===== src/rtl/imm_operand_stage.sv =====
// Decode-to-execute operand stage: immediate extension, operand-B select, two-entry skid buffer.
// Latency: one cycle from an accepted input to the outputs when empty; throughput 1 entry/cycle.
// Backpressure: in_ready is a registered decode (low only when both entries are held), independent of out_ready.
// Optional feature macro: SIGN_EXT_EN (honour in_ext_sign for sign extension of the immediate).
module imm_operand_stage #(
  parameter int DATA_W = 32,
  parameter int IMM_W  = 16,
  parameter int DEST_W = 5
) (
  input  logic              clk,
  input  logic              reset,
  input  logic              flush,
  input  logic              in_valid,
  output logic              in_ready,
  input  logic [31:0]       in_instr,
  input  logic [DATA_W-1:0] in_rs_val,
  input  logic [DATA_W-1:0] in_rt_val,
  input  logic              in_alusrc,
  input  logic              in_ext_sign,
  input  logic [DEST_W-1:0] in_dest,
  output logic              out_valid,
  input  logic              out_ready,
  output logic [DATA_W-1:0] out_opa,
  output logic [DATA_W-1:0] out_opb,
  output logic [DEST_W-1:0] out_dest,
  output logic [1:0]        occupancy
);

  // Encoding doubles as the occupancy count.
  typedef enum logic [1:0] {
    ST_EMPTY = 2'd0,
    ST_ONE   = 2'd1,
    ST_FULL  = 2'd2
  } state_t;

  state_t state_q, state_d;

  logic [IMM_W-1:0]  imm;
  logic [DATA_W-1:0] ext;
  logic [DATA_W-1:0] opb_next;

  logic [DATA_W-1:0] main_opa_q, main_opb_q, skid_opa_q, skid_opb_q;
  logic [DEST_W-1:0] main_dest_q, skid_dest_q;

  logic in_xfer, out_xfer;
  logic ld_main_in, ld_skid_in, ld_main_skid;

`ifdef SIGN_EXT_EN
  logic unused_instr_bits;
  assign unused_instr_bits = ^in_instr[31:IMM_W];
`else
  logic unused_instr_bits;
  assign unused_instr_bits = ^{in_instr[31:IMM_W], in_ext_sign};
`endif

  // Extend the immediate and pick operand B from the incoming entry.
  always_comb begin
    imm = in_instr[IMM_W-1:0];
    ext = {{(DATA_W-IMM_W){1'b0}}, imm};
`ifdef SIGN_EXT_EN
    if (in_ext_sign) begin
      ext = {{(DATA_W-IMM_W){imm[IMM_W-1]}}, imm};
    end
`endif
    opb_next = in_alusrc ? ext : in_rt_val;
  end

  assign in_ready  = (state_q != ST_FULL);
  assign out_valid = (state_q != ST_EMPTY);
  assign occupancy = state_q;
  assign out_opa   = main_opa_q;
  assign out_opb   = main_opb_q;
  assign out_dest  = main_dest_q;

  assign in_xfer  = in_valid && in_ready;
  assign out_xfer = out_valid && out_ready;

  // Next-state and register-load selection; flush wins over any transfer.
  always_comb begin
    state_d      = state_q;
    ld_main_in   = 1'b0;
    ld_skid_in   = 1'b0;
    ld_main_skid = 1'b0;
    case (state_q)
      ST_EMPTY: begin
        if (in_xfer) begin
          state_d    = ST_ONE;
          ld_main_in = 1'b1;
        end
      end
      ST_ONE: begin
        if (in_xfer && out_xfer) begin
          ld_main_in = 1'b1;
        end else if (in_xfer) begin
          state_d    = ST_FULL;
          ld_skid_in = 1'b1;
        end else if (out_xfer) begin
          state_d = ST_EMPTY;
        end
      end
      ST_FULL: begin
        if (out_xfer) begin
          state_d      = ST_ONE;
          ld_main_skid = 1'b1;
        end
      end
      default: state_d = ST_EMPTY;
    endcase
    if (flush) begin
      state_d      = ST_EMPTY;
      ld_main_in   = 1'b0;
      ld_skid_in   = 1'b0;
      ld_main_skid = 1'b0;
    end
  end

  // State register.
  always_ff @(posedge clk or posedge reset) begin
    if (reset) begin
      state_q <= ST_EMPTY;
    end else begin
      state_q <= state_d;
    end
  end

  // Main (output-facing) register: new entry or promoted skid entry.
  always_ff @(posedge clk or posedge reset) begin
    if (reset) begin
      main_opa_q  <= '0;
      main_opb_q  <= '0;
      main_dest_q <= '0;
    end else if (ld_main_in) begin
      main_opa_q  <= in_rs_val;
      main_opb_q  <= opb_next;
      main_dest_q <= in_dest;
    end else if (ld_main_skid) begin
      main_opa_q  <= skid_opa_q;
      main_opb_q  <= skid_opb_q;
      main_dest_q <= skid_dest_q;
    end
  end

  // Skid register: catches the second entry while the ALU is stalled.
  always_ff @(posedge clk or posedge reset) begin
    if (reset) begin
      skid_opa_q  <= '0;
      skid_opb_q  <= '0;
      skid_dest_q <= '0;
    end else if (ld_skid_in) begin
      skid_opa_q  <= in_rs_val;
      skid_opb_q  <= opb_next;
      skid_dest_q <= in_dest;
    end
  end

endmodule


===== config.mk =====
export PLATFORM = sky130hd
export DESIGN_NAME = imm_operand_stage
export DESIGN_NICKNAME = d
export VERILOG_FILES = /design/src/rtl/imm_operand_stage.sv
export SDC_FILE = /design/constraint.sdc
export NUM_CORES = 1
export LEC_CHECK = 0
export BUFFER_PORTS_ARGS = -buffer_cell sky130_fd_sc_hd__buf_2
export CAP_MARGIN = 20
export CORE_MARGIN = 1.5
export CORE_UTILIZATION = 55
export CTS_BUF_LIST = sky130_fd_sc_hd__clkbuf_16
export CTS_CLUSTER_DIAMETER = 30
export CTS_CLUSTER_SIZE = 28
export DETAILED_ROUTE_END_ITERATION = 7
export PLACE_DENSITY = 0.92
export SYNTH_ARGS = -nofsm -noshare
export SYNTH_HDL_FRONTEND = slang
export SYNTH_SLANG_ARGS = --single-unit

===== constraint.sdc =====
create_clock -name clk -period 6.4 [get_ports clk]
set_clock_uncertainty 0.05 [all_clocks]
set_input_delay 0.32 -clock clk [delete_from_list [all_inputs] [get_ports clk]]
set_output_delay 0.32 -clock clk [all_outputs]
set_load 0.005 [all_outputs]

# After elaboration in Yosys (flattened, before gate mapping)
# Index checks and enable logic that the tools add are counted.
totals:
  register_bits: 140
  input_bits: 108
  elab_cells: 45
classes:
  eq_ne: 7
  n_mux: 24
  reduce_logical: 7
ops:
  columns: ["cell", "count"]
  rows:
  - ["2-to-1 mux 32 bit", 5]
  - ["2-to-1 mux 2 bit", 6]
  - ["2-to-1 mux 5 bit", 2]
  - ["2-to-1 mux 1 bit", 9]
  - ["!= test 3 bit, second input constant", 3]
  - ["one-hot mux 2 bit (3 select lines)", 1]
  - ["!= test 4 bit, second input constant", 1]
  - ["AND reduction 4 bit", 1]
  - ["nonzero test 2 bit", 2]
  - ["logical AND 1 bit", 3]
  - ["== test 2 x 1 -> 1 bit, second input constant", 1]
  - ["== test 2 bit, second input constant", 1]
  - ["zero test 2 bit", 1]
  - ["!= test 2 bit, second input constant", 1]
  - ["one-hot mux 1 bit (2 select lines)", 1]

# Depth between registers and ports, before layout
# Gate-level depths: netlist of run 1.
depth:
  word_depth: 7
  depth_mapped: 6
  depth_no_buf: 5

# Worst setup path after synthesis of run 1
# OpenSTA, ideal clock, no wires.
synth_path:
  kind: "register -> register"
  start: "register state_q[0] (netlist: occupancy[0])"
  end: "register main_opb_q[0] (netlist: out_opb[0])"
  arrival_ns: 1.425
  setup_slack_ns: 4.799
  path_stages_with_launch: 7
  n_path_buf: 2
  cell_sequence: "dfrtp_1 -> nor2b_4 -> nand2_1 -> a21o_1 -> buf_2 -> buf_6 -> a221o_1"
synth_between:
  elab_chain_len: 7
synth_lines:
  columns: ["item", "line", "text"]
  rows:
  - ["start: declaration", "36", "state_t state_q, state_d;"]
  - ["start signal: assignment", "122", "state_q <= state_d;"]
  - ["!= test 2 bit / nonzero test 2 bit (equally long branches)", "68, 69", null]
  - ["logical AND 1 bit, on equally long branches", "75, 76", null]
  - ["logical AND 1 bit", "92", "if (in_xfer && out_xfer) begin"]
  - ["2-to-1 mux 1 bit", "92", null]
  - ["one-hot mux 1 bit (2 select lines)", "84", "case (state_q)"]
  - ["2-to-1 mux 1 bit", "109", "if (flush) begin"]
  - ["2-to-1 mux 32 bit / nonzero test 2 bit (equally long branches)", null, null]
  - ["end signal: assignment", "134", "main_opb_q <= opb_next;"]
  - ["end signal: assignment", "138", "main_opb_q <= skid_opb_q;"]
  - ["end: declaration", "42", "logic [DATA_W-1:0] main_opa_q, main_opb_q, skid_opa_q, skid_opb_q;"]
# Several ways; a longest one is shown, not always the timed one.
# A chain may end at the register's enable or synchronous reset.

# Worst setup path in the final report of run 1
layout_path:
  start: "register state_q[1] (netlist: occupancy[1])"
  end: "register skid_dest_q[0]"
layout_between:
  elab_chain_len: 6
layout_lines:
  columns: ["item", "line", "text"]
  rows:
  - ["!= test 2 bit / nonzero test 2 bit (equally long branches)", "68, 69", null]
  - ["logical AND 1 bit, on equally long branches", "75, 76", null]
  - ["2-to-1 mux 1 bit / logical AND 1 bit (equally long branches)", "94, 92", null]
  - ["2-to-1 mux 1 bit", "92", null]
  - ["2-to-1 mux 1 bit (*)", "84", null]
  - ["2-to-1 mux 1 bit (*)", "109", null]
  - ["end signal: assignment", "152", "skid_dest_q <= in_dest;"]
  - ["end: declaration", "43", "logic [DEST_W-1:0] main_dest_q, skid_dest_q;"]
# Every way passes the cells marked *; elsewhere a longest branch is shown, timed or not.

==> results.toml, run 1 <==
[placement]
numPortBuffers = 163
dpl.hpwl_mm = 8.976
gp_congestion = 0.7816
dp_cells = 806

[critical_path]
slowest_stage = "nand3_4"
cpPeakStageDelay_ns = 0.50
r2r_cells = 4
worstSetupPathType = "flop to flop"
r2r-end = "skid_dest_q[0]$_DFFE_PP0P_"
worstPathRequired_ns = 6.64
r2r_setup_slack_ns = 4.22
crit_fanout = 58
path_cells = "nor2b_1 > nand3_4 > buf_12 > mux2_2"
crit_start = "occupancy[1]$_DFFE_PP0P_"
worstSetupEndpointType = "flop"
worstSetupStartpointType = "flop"
rr_startpoint = "occupancy[1]$_DFFE_PP0P_"
arrival_ns = 2.42

[worst_hold_path]
hp-class = "input pin to async pin"

[finish]
diodes = 0
finalNonFillerCells = 839
layout-drive-gt1-share = 0.3457
final_net_count = 798
layout_commonest_cell = "buf_2"
areaGrowthSynthToFinish_pct = 25.19
mostFrequentLayoutCells = "buf_2, dfrtp_1, nand2_1"

[timing]
drv_slew = 0
finalCritPeriodShare = 0.3403
worst_pin_slew_ns = 1.016
rsz0062_at_grt = "no"
fmax_mhz = 459.1
setup_viol = 0
tns_ns = 0
finalCriticalPeriod_ns = 2.178
maxSlewHeadroom = 0.3226
fin_hold_ws_ns = -0.02320
hold_violations = 32

[global_routing]
grt_pass1_vias = 4578
grtUsageTotal = 0.2552
grt_start_max_net_pins = 103
grt.overflow.total = 0
grt_pass1_wl_mm = 22.38
antenna_found_initial = 0

[floorplan]
start_util = 0.5649
die_area_sq_um = 11180
rows = 37
die_w_microns = 105.7
chipHeight_microns = 105.7
io-pin-count = 181
core_area_sq_um = 10280

[synth]
synthDistinctLibCells = 28
synth-seq-cells = 140
yosysSeqAreaShare = 0.6034
synthXorXnorAreaFrac = 0.001509
avgSynthCellArea_sq_um = 10.73
synthMuxAreaShare = 0.09741
synth_area_sq_um = 5806
synthCells = 541
synth_fa_ha_area_frac = 0
yosys.area_share.simple = 0.07888
synth_top_family_by_area = "compound AO/OA/AOI/OAI gates"
syn_nets = 649
synth_compound_area_frac = 0.1616
synth_warnings = 0

[drt]
wire_per_inst_microns = 16.25
dr_total_vias = 4674
drt-initial-drc-count = 239
first_pass_iters = 5
viasPerCell = 5.571
routed_wl_mm = 13.64
drc = 0
drtAntennaViolNets = 0

[clocking]
clk_latency_ns = 0.41
cts_hold_buf = 0
cts_resized = 0
post_cts_buffers = 0
cts.sink_count = 140
htreeDepth = 4
tritoncts = "built"
cts_buffer_depth = 2
clock_tree.root_cell = "clkbuf_16"
clk_pin_slew_worst_paths_ns = 0.06
numCtsBuffers = 17

[pwr]
vdd_drop_max_uv = 187.1
power.leakage_uw = 0.003666
powerDensity_nw_per_um2 = 347.1

[run]
maxCapViolCount = 0

[status]
violations = "hold timing"
status = "finished with violations"
## per-stage QoR
step	power, uW	instance area (sq um)	setup slack, ns	hold slack, ns	utilization
CTS	2544	7248	3.915	0.0002642	0.7053
finish	2523	7268	4.222	-0.02320	0.7072
global placement	1548	6673	3.990	0.4122	0.6493
global route	2647	7268	4.023	0.03411	0.7072
floorplan	1405	5806	2.277	0.3357	-
detailed placement	1589	6673	3.932	0.4213	0.6493
## Yosys cell counts
cell type	number	area (sq um)
nand2_1	84	315.3
nand2b_1	1	6.260
buf_1	3	11.26
dfrtp_1	140	3503
a221o_1	16	160.2
mux2i_1	16	160.2
nor3_1	1	5.000
nor2b_4	1	13.76
clkbuf_1	18	67.56
or2_2	1	6.260
o21ai_0	33	165.2
inv_1	39	146.4
nor3b_2	1	12.51
o22ai_1	36	225.2
nand3b_1	2	15.01
a21o_1	1	7.510
a31oi_1	16	100.1
nand3_1	2	10.01
mux2_2	36	405.4
inv_2	1	3.750
buf_6	2	22.52
buf_2	16	80.08
nor2_1	18	67.56
nor2b_1	1	6.260
xor2_1	1	8.760
o211ai_1	1	7.510
a21oi_1	53	265.3
o21a_1	1	7.510
## registers in the layout, summed over array words and instances, names as in the netlist
name	count
skid_opa_q	32
occupancy	2
out_dest	5
skid_dest_q	5
out_opa	32
skid_opb_q	32
out_opb	32
## cell type report
| cell class | instances | area (sq um) |
|---|---|---|
| clock buffer | 17 | 425.4 |
| clock inverter | 15 | 150.1 |
| fill | 733 | 3009 |
| inverter | 40 | 155.1 |
| multi-input combinational | 322 | 1991 |
| sequential | 140 | 3503 |
| tap | 136 | 170.2 |
| timing repair buffer | 169 | 873.3 |
## metal layers
metal | track usage | vias up | wire length, microns | share of wire
li1 | - | 2181 | - | -
met1 | 0.3193 | 2315 | 5514 | 0.40
met2 | 0.4258 | 148 | 7131 | 0.52
met3 | 0.05937 | 30 | 636 | 0.047
met4 | 0.1091 | 0 | 354 | 0.026
met5 | 0 | - | 0 | 0
## critical path, delay by kind of cell (launching register included)
family                 cells  cell delay, ns
muxes                      1            0.31
buffers and inverters      1            0.40
DFF                        1            0.43
and+or+nand+nor            2            0.85
## cells by family after synthesis
family,after synthesis
xor+xnor,1
mux,52
buf+inv,79
compound gates,157
flops,140
simple gates,112
## worst max-delay path by stage
stage	to	slack [ns]	cells after the start
final	skid_dest_q[0]$_DFFE_PP0P_	4.22	4
after global routing	skid_opa_q[9]$_DFFE_PP0P_	4.02	4
after CTS	skid_dest_q[0]$_DFFE_PP0P_	3.92	3
after detailed placement	skid_opa_q[9]$_DFFE_PP0P_	3.93	3
after global placement	skid_opa_q[5]$_DFFE_PP0P_	3.99	4
after floorplan	occupancy[0]$_DFFE_PP0P_	2.28	1
## power by group
| group | total (uW) | internal [uW] | switching (uW) | leakage [uW] |
|---|---|---|---|---|
| Combinational | 389 | 201 | 187 | 0.00170 |
| Clock | 948 | 573 | 376 | 0.000281 |
| Sequential | 1190 | 1080 | 107 | 0.00169 |
No activity file was read; power rests on OpenSTA's default activity.
==> run 2, diff against run 1 <==
Settings changed: CORE_UTILIZATION 55 to 51, PLACE_DENSITY 0.92 to 0.87.
Clock period 6.4 ns to 2.2 ns, I/O delays scaled along.
==> run 2 against run 1 <==
  * Count of clock-buffer cells in the layout unchanged
  * Via count up 14%
  * Clock power rose to 2.8 times the previous value
  * Cell count up 11%
  * Critical path type unchanged
  * Flip-flop and latch count unchanged
  * Sequential share of layout area down 5.1 points
  * Highest routed layer unchanged
  * The run now ends clean
  * Critical path depth up 1
  * Largest power group unchanged
  * Total power rose to 2.9 times the previous value
  * Global-route usage up 4.5 points
==> results.toml, run 2 (same netlist as run 1, synthesis figures left out) <==
[clocking]
clock_tree.root_cell = "clkbuf_16"
tritoncts = "built"
clk_pin_slew_worst_paths_ns = 0.06
cts.sink_count = 140
numCtsBuffers = 17
htreeDepth = 4
cts_buffer_depth = 2
clk_latency_ns = 0.41

[placement]
dpl.hpwl_mm = 9.381
gp_congestion = 0.7988
numPortBuffers = 163

[worst_hold_path]
holdPathStages = 3
hp-class = "input pin to flop"
min_to = "skid_opb_q[5]$_DFFE_PP0P_"
min_from = "in_rt_val[5]"

[global_routing]
grt_pass1_wl_mm = 26.99
globalRouteMet3Util = 0.06876
grtUsageTotal = 0.3006
use_met1 = 0.3317
antenna_found_initial = 0
grt_util_met2 = 0.5253
grt.busiest_layer = "met2"
grt_start_max_net_pins = 57
grt.overflow.total = 0
grt_pass1_vias = 5558

[run]
maxCapViolCount = 0

[timing]
drv_slew = 0
worst_pin_slew_ns = 0.9133
finalCritPeriodShare = 0.9217
fmax_mhz = 493.2
setup_viol = 0
rsz0062_at_grt = "no"
finalCriticalPeriod_ns = 2.028
hold_violations = 0
maxSlewHeadroom = 0.3905
tns_ns = 0

[drt]
drc = 0
viasPerCell = 5.710
drt-initial-drc-count = 509
first_pass_iters = 5
dr_total_vias = 5305
drtAntennaViolNets = 0
wire_per_inst_microns = 18.25
routed_wl_mm = 16.96

[finish]
final_net_count = 884
layout-drive-gt1-share = 0.3105
areaGrowthSynthToFinish_pct = 39.85
mostFrequentLayoutCells = "buf_2, dfrtp_1, nand2_1"
diodes = 0
finish.utilization = 0.7392
layout_commonest_cell = "buf_2"

[pwr]
p_int_uw = 5368
p_sw_uw = 2048
power.leakage_uw = 0.004033
vdd_drop_max_uv = 608.7
swShare = 0.2762
seqPwrFrac = 0.469
p_comb_frac = 0.180
powerDensity_nw_per_um2 = 913.4
pwr-share-clk = 0.352

[critical_path]
worstSetupPathType = "flop to flop"
r2r_cells = 5
worstSetupEndpointType = "flop"
rr_startpoint = "occupancy[1]$_DFFE_PP0P_"
worstSetupStartpointType = "flop"
r2r_setup_slack_ns = 0.17
worstPathRequired_ns = 2.47
arrival_ns = 2.30
crit_fanout = 23
r2r-end = "out_dest[1]$_DFFE_PP0P_"

[floorplan]
chipHeight_microns = 109.7
rows = 38
io-pin-count = 181
start_util = 0.5286
die_w_microns = 109.7
core_area_sq_um = 10980
die_area_sq_um = 12030

[status]
status = "completed"
## run 2: final cells by class
type | instances | area [sq um]
Timing Repair Buffer | 255 | 1759
Sequential cell | 140 | 3503
Inverter | 40 | 153.9
Clock buffer | 17 | 425.4
Multi-Input combinational cell | 322 | 1991
Clock inverter | 15 | 111.4
Fill cell | 694 | 2864
Tap cell | 140 | 175.2
## run 2: timing repair
item                                    4_1_cts  5_1_grt
endpoints found under the setup margin        0       24
setup buffers                                 0        0
hold buffers                                 81        0
endpoints found under the hold margin       152        0
gates resized for setup                       0        1
## run 2: worst max path at each step
stage,start,to,slack (ns)
3_5_place_dp,occupancy[0]$_DFFE_PP0P_,out_opa[14]$_DFFE_PP0P_,0.20
2_1_floorplan,reset,occupancy[0]$_DFFE_PP0P_,0.29
3_3_place_gp,occupancy[0]$_DFFE_PP0P_,out_opa[27]$_DFFE_PP0P_,0.26
6_report,occupancy[1]$_DFFE_PP0P_,out_dest[1]$_DFFE_PP0P_,0.17
5_1_grt,occupancy[1]$_DFFE_PP0P_,out_opa[14]$_DFFE_PP0P_,0.03
4_1_cts,occupancy[0]$_DFFE_PP0P_,out_dest[3]$_DFFE_PP0P_,0.14
## run 2: stage by stage
stage	std cells	hold slack [ns]	setup WS, ns	power [uW]	instance area (sq um)
final	929	0.02019	0.1723	7416	8119
after global routing	929	0.006262	0.03267	7756	8119
after CTS	929	0.0002715	0.1400	7370	8118
after detailed placement	816	0.2520	0.1980	4646	6770
after global placement	816	0.2153	0.2627	4525	6770
after floorplan	541	0.1257	0.2909	4087	5809
## run 2: worst max-delay path, stage by stage, from the launching register on
cell     delay [ns]
dfrtp_1        0.42
nor2b_1        0.38
nand2_1        0.18
a21o_2         0.38
buf_4          0.29
a21oi_1        0.22
## run 2: metal layers
layer  share of wire  vias up
met5               0        -
met4           0.039        0
met3           0.053       56
met2            0.53      255
met1            0.37     2645
li1                -     2349
## run 2: power by group through the flow
stage / Sequential (uW) / Clock (uW) / Combinational, uW
2_1_floorplan: 3440 / 0 / 650
3_3_place_gp: 3430 / 0 / 1090
3_5_place_dp: 3480 / 0 / 1170
4_1_cts: 3440 / 2630 / 1290
5_1_grt: 3530 / 2750 / 1470
6_report: 3480 / 2610 / 1330
==> run 3, diff against run 2 <==
Settings changed: HOLD_SLACK_MARGIN set to 0.12, SLEW_MARGIN set to 20.
Clock period 2.2 ns to 2.3 ns, I/O delays scaled along.
==> run 3 against run 2 <==
  * Cell area up 1.0%
  * Combinational power down 4%
  * Sequential power down 4%
  * Cell count up 0.75%
  * Sequential share of layout area down 0.43 points
  * Clock power down 7.7%
  * Register-to-register slack better by 0.14 ns
  * Die area unchanged
  * Via count down 0.36%
==> results.toml, run 3 (same netlist as run 1, synthesis figures left out) <==
[run]
maxCapViolCount = 0

[clocking]
cts.sink_count = 140
cts_resized = 0
clk_pin_slew_worst_paths_ns = 0.06
cts_buffer_depth = 2
clk_latency_ns = 0.41
clock_tree.root_cell = "clkbuf_16"
numCtsBuffers = 17
htreeDepth = 4
tritoncts = "built"

[global_routing]
grt_pass1_wl_mm = 26.54
antenna_found_initial = 2
grt.overflow.total = 0
grtUsageTotal = 0.2950
grt_pass1_vias = 5598
grt_start_max_net_pins = 103

[timing]
maxSlewHeadroom = 0.4934
fmax_mhz = 503.1
hold_violations = 0
rsz0062_at_grt = "no"
finalCriticalPeriod_ns = 1.988
setup_viol = 0
worst_pin_slew_ns = 0.7583
tns_ns = 0
drv_slew = 0
finalCritPeriodShare = 0.8643

[pwr]
swShare = 0.2699
p_comb_frac = 0.183
pwr-share-clk = 0.343
p_sw_uw = 1896
seqPwrFrac = 0.474
powerDensity_nw_per_um2 = 856.3
vdd_drop_max_uv = 722.1
p_total_uw = 7023
p_int_uw = 5128
power.leakage_uw = 0.004063

[drt]
wire_per_inst_microns = 18.03
viasPerCell = 5.647
routed_wl_mm = 16.87
drt-initial-drc-count = 392
drc = 0
dr_total_vias = 5286
first_pass_iters = 5
drtAntennaViolNets = 0

[critical_path]
worstSetupEndpointType = "flop"
worstSetupStartpointType = "flop"
crit_fanout = 38
arrival_ns = 2.23
worstPathRequired_ns = 2.55
worstSetupPathType = "flop to flop"

[finish]
layout_commonest_cell = "buf_2"
final_net_count = 891
layout-drive-gt1-share = 0.2997
mostFrequentLayoutCells = "buf_2, dfrtp_1, dlygate4sd3_1"
nFillCells = 675
areaGrowthSynthToFinish_pct = 41.27

[floorplan]
die_area_sq_um = 12030
io-pin-count = 181
start_util = 0.5286
chipHeight_microns = 109.7
die_w_microns = 109.7
core_area_sq_um = 10980
rows = 38

[status]
status = "completed"

[placement]
dpl.hpwl_mm = 9.094
gp_congestion = 0.7852
numPortBuffers = 163

[worst_hold_path]
hp-class = "input pin to async pin"
-- run 3: critical path: stages (launching register included) --
cell	delay, ns
dfrtp_1	0.47
nor2b_4	0.19
nand2_1	0.09
a21o_1	0.41
buf_12	0.29
a221o_1	0.36
-- run 3: layout make-up --
| cell class | count | area, sq um | share of cell area |
|---|---|---|---|
| clock buffer | 17 | 425.4 | 0.05187 |
| sequential | 140 | 3503 | 0.4272 |
| inverter | 40 | 153.9 | 0.01876 |
| tap | 140 | 175.2 | 0.02136 |
| multi-input combinational | 322 | 1989 | 0.2426 |
| antenna | 2 | 5.005 | 0.0006102 |
| clock inverter | 13 | 90.09 | 0.01098 |
| timing repair buffer | 262 | 1859 | 0.2267 |
-- run 3: path summary, 6_finish.rpt --
path,startpoint,cells after the start,endpoint,slack (ns)
setup reg to reg,occupancy[0]$_DFFE_PP0P_,5,out_opb[2]$_DFFE_PP0P_,0.31
hold reg to reg,skid_opb_q[1]$_DFFE_PP0P_,2,skid_opb_q[1]$_DFFE_PP0P_,0.43
hold / removal,reset,3,skid_opa_q[21]$_DFFE_PP0P_,0.35
min in group clk,skid_opb_q[1]$_DFFE_PP0P_,2,skid_opb_q[1]$_DFFE_PP0P_,0.43
setup / recovery,occupancy[0]$_DFFE_PP0P_,5,out_opb[2]$_DFFE_PP0P_,0.31
max in group asynchronous,reset,4,skid_opb_q[21]$_DFFE_PP0P_,1.12
-- run 3: through the flow --
stage / hold WS [ns] / area [sq um] / utilization / instances / setup WS (ns)
4_1_cts: 0.3442 / 8197 / 0.7463 / 934 / 0.3150
3_3_place_gp: 0.1970 / 6780 / 0.6173 / 814 / 0.4127
6_report: 0.3462 / 8202 / 0.7468 / 936 / 0.3122
5_1_grt: 0.3996 / 8202 / 0.7468 / 936 / 0.2290
3_5_place_dp: 0.2248 / 6780 / 0.6173 / 814 / 0.3155
2_1_floorplan: 0.1307 / 5809 / - / 541 / 0.3859
-- run 3: repair_timing --
action	in CTS	in global routing
hold buffers	90	0
hold endpoints to repair	169	0
buffers inserted	0	0
-- run 3: per-layer routing --
| layer | GRT usage | up-vias | routed length, microns |
|---|---|---|---|
| met5 | 0 | - | 0 |
| met4 | 0.1596 | 0 | 572 |
| met3 | 0.06343 | 58 | 846 |
| met2 | 0.5399 | 249 | 9122 |
| met1 | 0.3148 | 2613 | 6332 |
| li1 | - | 2366 | - |
-- run 3: power groups by stage --
stage / registers, uW / logic (uW) / clock network (uW)
after global placement: 3280 / 1050 / 0
final: 3330 / 1280 / 2410
after detailed placement: 3330 / 1120 / 0
after CTS: 3300 / 1250 / 2430
after global routing: 3370 / 1420 / 2530
after floorplan: 3290 / 622 / 0
